**src/rtl/servo_pulse_decoder_if.sv**
```systemverilog
// servo_pulse_decoder_if: PWM input and decoded-width outputs of the servo pulse decoder
//   pwm_in      raw asynchronous servo/RC PWM pulse train (driven by master)
//   width_out   last accepted high time in ticks (12 bits)
//   width_valid one-cycle strobe, width_out was updated
//   range_err   one-cycle strobe, a completed pulse was rejected
//   signal_lost level, high while no valid pulse train is present
interface servo_pulse_decoder_if;
    logic        pwm_in;
    logic [11:0] width_out;
    logic        width_valid;
    logic        range_err;
    logic        signal_lost;
    modport master (output pwm_in, input width_out, width_valid, range_err, signal_lost);
    modport slave  (input pwm_in, output width_out, width_valid, range_err, signal_lost);
endinterface

```
**src/rtl/servo_pulse_decoder.sv**
```systemverilog
// servo_pulse_decoder: measures servo PWM high time in prescaler ticks with range and loss detection
//   clk    single clock, rising edge
//   reset  synchronous active-high reset
//   bus    servo_pulse_decoder_if.slave (pwm_in in; width_out, width_valid, range_err, signal_lost out)
//   Optional macro SERVO_DECODE_FILTER_EN inserts a 3-sample majority glitch filter after the synchronizer.
module servo_pulse_decoder #(
    parameter int CLK_DIV   = 50,
    parameter int WIDTH_MIN = 900,
    parameter int WIDTH_MAX = 2100,
    parameter int TIMEOUT   = 25000
) (
    input logic                  clk,
    input logic                  reset,
    servo_pulse_decoder_if.slave bus
);
    localparam int PW = CLK_DIV > 1 ? $clog2(CLK_DIV) : 1;
    localparam int TW = $clog2(TIMEOUT + 1);
`ifdef SERVO_DECODE_FILTER_EN
    localparam int WARM = 5;
`else
    localparam int WARM = 2;
`endif
    localparam logic [PW-1:0] PRE_LAST = PW'(CLK_DIV - 1);
    localparam logic [TW-1:0] TO_LAST  = TW'(TIMEOUT);
    localparam logic [11:0]   WMIN     = 12'(WIDTH_MIN);
    localparam logic [11:0]   WMAX     = 12'(WIDTH_MAX);

    typedef enum logic [1:0] {SYNC, LOW, HIGH} state_t;

    state_t          state;
    logic [1:0]      sync;
    logic [WARM-1:0] warm;
    logic            x, x_d, rise, fall;
    logic [PW-1:0]   pre;
    logic [11:0]     cnt, cnt_inc;
    logic [TW-1:0]   to_cnt;
    logic            tick, to_hit, ready, in_range;

`ifdef SERVO_DECODE_FILTER_EN
    logic [2:0] hist;
    always_ff @(posedge clk)
        hist <= reset ? 3'b000 : {hist[1:0], sync[1]};
    assign x = (hist[0] & hist[1]) | (hist[0] & hist[2]) | (hist[1] & hist[2]);
`else
    assign x = sync[1];
`endif

    // warm fills with ones as reset zeros drain out of the input pipeline;
    // until then x may show a false low that would let a pulse already
    // high at reset release be measured.
    assign ready    = warm[WARM-1];
    assign tick     = pre == PRE_LAST;
    assign to_hit   = to_cnt == TO_LAST;
    // the fall cycle still counts, so a high time of N*CLK_DIV clocks gives exactly N ticks
    assign cnt_inc  = (tick && cnt != 12'hfff) ? cnt + 12'd1 : cnt;
    assign in_range = cnt_inc >= WMIN && cnt_inc <= WMAX;

    always_ff @(posedge clk) begin
        if (reset) begin
            state           <= SYNC;
            sync            <= '0;
            warm            <= '0;
            x_d             <= 1'b0;
            rise            <= 1'b0;
            fall            <= 1'b0;
            pre             <= '0;
            cnt             <= '0;
            to_cnt          <= '0;
            bus.width_out   <= '0;
            bus.width_valid <= 1'b0;
            bus.range_err   <= 1'b0;
            bus.signal_lost <= 1'b1;
        end else begin
            sync            <= {sync[0], bus.pwm_in};
            warm            <= {warm[WARM-2:0], 1'b1};
            x_d             <= x;
            rise            <= x & ~x_d;
            fall            <= ~x & x_d;
            pre             <= tick ? '0 : pre + 1'b1;
            bus.width_valid <= 1'b0;
            bus.range_err   <= 1'b0;
            if (state != SYNC && tick && !to_hit)
                to_cnt <= to_cnt + 1'b1;
            case (state)
                SYNC: begin
                    to_cnt <= '0;
                    if (ready && !x)
                        state <= LOW;
                end
                LOW: begin
                    if (to_hit) begin
                        bus.signal_lost <= 1'b1;
                        state           <= SYNC;
                    end else if (rise) begin
                        cnt    <= '0;
                        to_cnt <= '0;
                        state  <= HIGH;
                    end
                end
                HIGH: begin
                    // timeout has priority over a simultaneous fall
                    if (to_hit) begin
                        bus.signal_lost <= 1'b1;
                        state           <= SYNC;
                    end else if (fall) begin
                        state <= LOW;
                        if (in_range) begin
                            bus.width_out   <= cnt_inc;
                            bus.width_valid <= 1'b1;
                            bus.signal_lost <= 1'b0;
                        end else begin
                            bus.range_err <= 1'b1;
                        end
                    end else begin
                        cnt <= cnt_inc;
                    end
                end
                default: state <= SYNC;
            endcase
        end
    end
endmodule

```
**src/flat_wrapper.sv**
```systemverilog
// flat-port wrapper written by rule: the top's interface ports become plain ports
module servo_pulse_decoder_flat 
#(
    parameter int CLK_DIV   = 50,
    parameter int WIDTH_MIN = 900,
    parameter int WIDTH_MAX = 2100,
    parameter int TIMEOUT   = 25000
)
  (clk, reset, bus_pwm_in, bus_width_out, bus_width_valid, bus_range_err, bus_signal_lost);
  servo_pulse_decoder_if bus_i ();
  input logic clk;
  input logic reset;
  input wire logic [$bits(bus_i.pwm_in)-1:0] bus_pwm_in;
  output wire logic [$bits(bus_i.width_out)-1:0] bus_width_out;
  output wire logic [$bits(bus_i.width_valid)-1:0] bus_width_valid;
  output wire logic [$bits(bus_i.range_err)-1:0] bus_range_err;
  output wire logic [$bits(bus_i.signal_lost)-1:0] bus_signal_lost;
  assign bus_i.pwm_in = bus_pwm_in;
  assign bus_width_out = bus_i.width_out;
  assign bus_width_valid = bus_i.width_valid;
  assign bus_range_err = bus_i.range_err;
  assign bus_signal_lost = bus_i.signal_lost;
  servo_pulse_decoder #(.CLK_DIV(CLK_DIV), .WIDTH_MIN(WIDTH_MIN), .WIDTH_MAX(WIDTH_MAX), .TIMEOUT(TIMEOUT)) u_core (.clk(clk), .reset(reset), .bus(bus_i));
endmodule
```
**config.mk**
```make
export PLATFORM = sky130hd
export DESIGN_NAME = servo_pulse_decoder_flat
export DESIGN_NICKNAME = d
export VERILOG_FILES = /design/src/rtl/servo_pulse_decoder_if.sv /design/src/rtl/servo_pulse_decoder.sv /design/src/flat_wrapper.sv
export SDC_FILE = /design/constraint.sdc
export NUM_CORES = 1
export LEC_CHECK = 0
export CAP_MARGIN = 20
export CORE_ASPECT_RATIO = 1.2
export CORE_MARGIN = 10
export CORE_UTILIZATION = 59
export CTS_CLUSTER_DIAMETER = 120
export CTS_CLUSTER_SIZE = 8
export DETAILED_ROUTE_END_ITERATION = 12
export GPL_ROUTABILITY_DRIVEN = 0
export PLACE_DENSITY = 0.85
export SLEW_MARGIN = 30
export SYNTH_ARGS = -nofsm -noshare
export SYNTH_HDL_FRONTEND = slang
export SYNTH_SLANG_ARGS = --single-unit
export TNS_END_PERCENT = 10
```
**constraint.sdc**
```tcl
create_clock -name clk -period 3 [get_ports clk]
set_input_delay 0.6 -clock clk [delete_from_list [all_inputs] [get_ports clk]]
set_output_delay 0.6 -clock clk [all_outputs]
set_load 0.005 [all_outputs]
```
==> results of run 1 <==
[cells by family after synthesis]
| family | share of synthesized area (%) |
|---|---|
| XOR/XNOR | 4.77 |
| flip-flops | 38.8 |
| AND/OR/NAND/NOR | 29.4 |
| multiplexers | 1.36 |
| adder cells (fa/ha/maj) | 3.83 |
| buffers and inverters | 4.34 |
| AO/OA/AOI/OAI | 17.5 |
[metal layers]
metal | wire length [microns] | part of all wire, % | GRT usage (%)
met5 | 0 | 0 | 0
met2 | 3540 | 50 | 28.7
met3 | 321 | 4.5 | 3.61
met4 | 206 | 2.9 | 10.8
met1 | 3030 | 43 | 18.8
[power by group]
group          internal, uW  switching, uW  total (uW)  leakage [uW]
Clock                   339            315         654     0.0000911
Combinational          92.0            198         290      0.000621
Sequential              773           17.1         790      0.000461
[cells in the final DEF (no fill, tap or decap), types with 5 or more instances in the layout]
master / synthesis / routed
clkbuf_8: 0 / 11
nand4_1: 8 / 8
xnor2_1: 5 / 5
nand2_1: 30 / 30
or3_1: 6 / 6
xor2_1: 11 / 11
nand4b_1: 5 / 5
ha_1: 9 / 8
o21ai_0: 10 / 10
nor3_1: 13 / 11
a21oi_1: 28 / 28
buf_4: 1 / 15
nor2_1: 33 / 32
dfxtp_1: 57 / 57
nand3_1: 23 / 23
inv_1: 14 / 14
nor2b_1: 6 / 6
clkdlybuf4s50_1: 0 / 17
[how the worst max path moves through the flow]
| stage | endpoint | slack, ns | cells past startpoint |
|---|---|---|---|
| 4_1_cts | u_core.bus.width_out[3] | 0.04 | 10 |
| 3_5_place_dp | u_core.bus.width_out[3] | 0.05 | 10 |
| 5_1_grt | u_core.bus.width_out[3] | -0.05 | 9 |
| 2_1_floorplan | u_core.bus.width_out[3] | 0.36 | 9 |
| 3_3_place_gp | u_core.bus.width_out[3] | 0.20 | 10 |
| 6_report | u_core.bus.width_out[3] | 0.1 | 9 |
[stage by stage]
step                      power [uW]  hold WS, ns  worst slack (ns)  util [%]
after CTS                       1730        0.419            0.0369      69.8
after detailed placement        1090        0.410            0.0542      66.0
after floorplan                 1020        0.383             0.357         -
after global routing            1800        0.447           -0.0502      70.8
after global placement          1080        0.397             0.199      66.0
final                           1730        0.417            0.0969      70.8
[timing repair]
action                                  in CTS  in global routing
endpoints found under the hold margin        0                  0
buffers inserted                             0                  1
endpoints found under the setup margin       0                 11
gates resized for setup                      0                 10
[layout make-up]
class | count | share of cell area (%)
clock inverter | 5 | 0.871
tap | 60 | 2.18
inverter | 14 | 1.52
timing repair buffer | 32 | 8.20
multi-input combinational | 259 | 49.7
clock buffer | 11 | 4.39
sequential | 57 | 33.1
[cells in the mapped netlist (3+ instances only)]
library cell / count
dfxtp_1: 57
mux2i_1: 4
nand2_1: 30
nand4b_1: 5
clkbuf_1: 11
nor4_1: 4
o21ai_0: 10
nand2b_1: 3
nand4_1: 8
nor3_1: 13
nand3_1: 23
nor2_1: 33
and3_1: 3
nor2b_1: 6
or3_1: 6
inv_1: 14
xnor2_1: 5
xor2_1: 11
ha_1: 9
o31ai_1: 3
a21oi_1: 28
a211oi_1: 4
[sequential cells by signal, summed over array words and instances (netlist names)]
| signal | count |
|---|---|
| u_core.to_cnt | 15 |
| u_core.bus.width_out | 12 |
| u_core.cnt | 12 |
| u_core.pre | 6 |
| u_core.state | 2 |
| u_core.sync | 2 |
| u_core.warm | 2 |
| u_core.bus.range_err | 1 |
| u_core.bus.signal_lost | 1 |
| u_core.bus.width_valid | 1 |
| u_core.fall | 1 |
| u_core.rise | 1 |
| u_core.x_d | 1 |
[critical path, delay by kind of cell (launching register included)]
kind / cells / cell delay [ns]
AOI/OAI and AO/OA: 5 / 1.32
and+or+nand+nor: 3 / 0.84
DFF: 1 / 0.39
adders and majority gates: 1 / 0.24
==> run metrics, run 1 <==
status=complete, no violations; Top Ports=18; syn avg cell area=8.50 sq um; Cell Area, Synth=2940 sq um; synth unique cells=63; setup slack, reg-to-reg=0.1 ns; Routed Antenna Nets=0; n_diodes=0; fmax=344 MHz; reg2reg path depth=9; Final Skew=0.0104 ns; CTS tree=yes; die area=8220 sq um; CTS clk-pin slew, worst paths=0.07 ns; top cell type's share of synthesized area=38.8%; DP Area=3220 sq um; critical hold path startpoint=u_core.x_d; setup violators final=0; FILL cells=379; Placed Cells=421; Arr. time, crit path=3.14 ns; CTS buffer count=9; Root Buffer=clkbuf_8; Worst Setup SP=u_core.pre[0]; Layout area overhead=17.3%; Fin. Hold Viols=0; Worst Path Required=3.24 ns; startpoint types=flop; number of synthesized flops with an enable pin=0; CP max stage cell=or3_2; total gr overflow=0; core area=4870 sq um; VDD IR max=304 uV; relative slew slack=59.9%; Reg2Reg Launch Point=u_core.pre[0]; drt first pass iters=4; Wirelength per Cell=16.2 microns; GRT Total Usage=17.0%; via density per instance=6.24; clk_lat worst skew=0.35 ns; clock sinks=57; crit path cell chain=ha_2 -> nand4b_4 -> or3_2 -> o21a_1 -> o211ai_1 -> nor2_1 -> o21a_2 -> o311a_2 -> a31o_2; Pleak=0.00117 uW; Initial Util=60.4%; post-synthesis cell count=346; FFs w/ async S/R, synth=0%; synth top area cells=dfxtp_1, a21oi_1, nor2_1; DRC=0; Worst Hold Path EP=u_core.rise; multi-input logic area=1720 sq um; clk buf depth=2; delay of the slowest cell on the worst path=0.56 ns; DRT iter0 DRCs=204; vias in the first global route=2,635; crit path max fanout=9; Crit. End Element=flop; Post-Route WL=7.10 mm; largest net degree at the start of global routing=36; IO Port Bufs=17; fraction of layout cells with a size suffix above 1=14.6%; Yosys warnings=0; power per cell area=503 nW/um^2; initial antenna violation count=0; worst min-delay path class=flop to flop; Chip Height=97.3 microns; vias=2,732; FF+latch area=1140 sq um; min Tclk post-route=2.90 ns; DP HPWL=4.93 mm; setup TNS=0 ns; MaxCap Viol Count=0; Max Slew Vio Count=0; Final #Nets=385; hold path depth=1; global-route wire length before repair=11.8 mm; Tcrit/Tclk final=96.8%; final cell count without fillers=438; flip-flop and latch count after synthesis=57; sequential area share after synthesis=38.8%; Top FF cell, synth=dfxtp_1; R2R Path End=u_core.bus.width_out[3]; DIE WIDTH=84.4 microns; Slew @ Worst Pin=0.601 ns; H-tree Lvls=3; syn_nets=358; critical path class=flop to flop; fin area=3450 sq um; Rows=28; post-synth top area cell=dfxtp_1; CTS Hold Buffers Added=0
Power figures use the tool's default switching activity.
==> inputs of run 2 (changes only) <==
GPL_TIMING_DRIVEN = 0   (was default)
==> run 2 against run 1 <==
Effect of this change: non-clock buffer count up 5; clock skew down 0.0022 ns; worst setup slack worse by 0.044 ns; sequential share of layout area down 0.43 points; via count up 1.3%; routed wire length up 4.5%; final area up 1.4%; combinational power up 4%; register-to-register slack worse by 0.04 ns; utilization up 1.0 points; first-iteration DRC count up 40%; largest power group unchanged.
==> run metrics, run 2 (synthesized netlist as in run 1, its figures left out) <==
status=complete, no violations; critical hold path startpoint=u_core.x_d; MaxCap Viol Count=0; drt first pass iters=5; clock sinks=57; Final Skew=0.00815 ns; largest net degree at the start of global routing=11; clock power share=36.7%; fraction of layout cells with a size suffix above 1=14.3%; setup violators final=0; register share of total power=45.7%; CP max stage cell=dfxtp_2; vias in the first global route=2,472; crit path max fanout=7; setup TNS=0 ns; Top delay family on crit path=compound AO/OA/AOI/OAI gates; power per cell area=493 nW/um^2; Reg2Reg Launch Point=u_core.cnt[1]; IO Port Bufs=16; Critical path buffers and inverters=1; CTS buffer count=9; clk buf depth=2; min Tclk post-route=2.95 ns; reg2reg path depth=10; largest registers=u_core.to_cnt (15), u_core.bus.width_out (12), u_core.cnt (12); DRC=0; n_diodes=0; Biggest register=u_core.to_cnt; Chip Height=97.3 microns; Slew @ Worst Pin=0.607 ns; final worst slack=0.0529 ns; startpoint types=flop; Arr. time, crit path=3.18 ns; crit path cell chain=ha_2 -> nand3_2 -> nor4_2 -> mux2i_2 -> a2111oi_4 -> a211oi_4 -> nor3_4 -> buf_4 -> o311a_1 -> a31o_2; total power=1720 uW; initial antenna violation count=0; most frequent cells in the layout=dfxtp_1, nor2_1, nand2_1; core area=4870 sq um; combinational share of power=17.6%; Net Sw Power=519 uW; Sw Ratio=30.1%; fmax=339 MHz; Routed Antenna Nets=0; Pleak=0.00119 uW; hold path depth=1; total gr overflow=0; Post-Route WL=7.42 mm; Wirelength per Cell=16.7 microns; setup slack, reg-to-reg=0.05 ns; GRT Total Usage=16.6%; DRT iter0 DRCs=285; CTS Hold Buffers Added=0; Rows=28; Layout area overhead=18.9%; Worst Hold Path EP=u_core.rise; CTS clk-pin slew, worst paths=0.06 ns; internal power=1200 uW; VDD IR max=378 uV; R2R Path End=u_core.bus.width_out[2]; Max Slew Vio Count=0; Final #Nets=391; H-tree Lvls=3; Worst Path Required=3.24 ns; critical path class=flop to flop; die area=8220 sq um; relative slew slack=59.6%; CTS tree=yes; worst min-delay path class=flop to flop; Fin. Hold Viols=0; Top Ports=18; Crit. End Element=flop; clk_lat worst skew=0.34 ns; Initial Util=60.4%; via density per instance=6.23; vias=2,768; DP HPWL=4.97 mm; Tcrit/Tclk final=98.2%; delay of the slowest cell on the worst path=0.40 ns; Largest register FFs=15; global-route wire length before repair=11.3 mm; pre-CTS setup slack=-0.0596 ns; DIE WIDTH=84.4 microns; Root Buffer=clkbuf_8; Hold WS=0.403 ns; most common cell after layout, fill and taps aside=dfxtp_1
==> run 2: cell count changes in the layout (fill, tap and decap cells not counted), moves of 2 or more <==
cell / delta
buf_2: +2
buf_4: -9
clkbuf_1: +13
clkinvlp_4: -2
==> run 2: worst max-delay path by stage <==
stage	start	end	slack, ns	cells past startpoint
after CTS	u_core.cnt[1]	u_core.bus.width_out[3]	-0.01	10
after detailed placement	u_core.cnt[1]	u_core.bus.width_out[3]	-0.06	9
after global placement	u_core.pre[0]	u_core.bus.width_out[3]	-0.01	9
final	u_core.cnt[1]	u_core.bus.width_out[2]	0.05	10
after floorplan	u_core.cnt[1]	u_core.bus.width_out[3]	0.36	9
after global routing	u_core.pre[0]	u_core.bus.width_out[6]	-0.04	10
==> run 2: what timing repair did <==
item	CTS	global route
setup endpoints to repair	11	17
resized for setup	3	17
buffers inserted	0	5
pin swaps	0	4
gates cloned	0	1
==> run 2: metrics by stage <==
step / util, % / cells / area (sq um)
floorplan: - / 346 / 2940
global placement: 65.2 / 422 / 3180
detailed placement: 65.2 / 422 / 3180
CTS: 69.0 / 438 / 3360
global route: 71.8 / 444 / 3500
finish: 71.8 / 444 / 3500
==> run 2: final cells by class <==
cell class,instances,area [sq um]
sequential,57,1140
clock buffer,13,159
buffer,16,75.1
tap,60,75.1
clock inverter,3,15.0
fill,385,1370
timing repair buffer,21,198
multi-input combinational,260,1780
inverter,14,52.6
==> run 2: metal layers <==
metal | vias up | routed length, microns | global-route usage, %
met2 | 109 | 3690 | 27.6
li1 | 1324 | - | -
met5 | - | 0 | 0
met4 | 0 | 236 | 7.36
met1 | 1303 | 3040 | 18.5
met3 | 32 | 453 | 5.70
==> run 2: power groups by stage <==
stage	sequential [uW]	combinational [uW]	clock (uW)
after global placement	803	286	0
after global routing	790	333	678
after floorplan	800	218	0
after CTS	787	293	644
after detailed placement	804	292	0
final	788	303	632
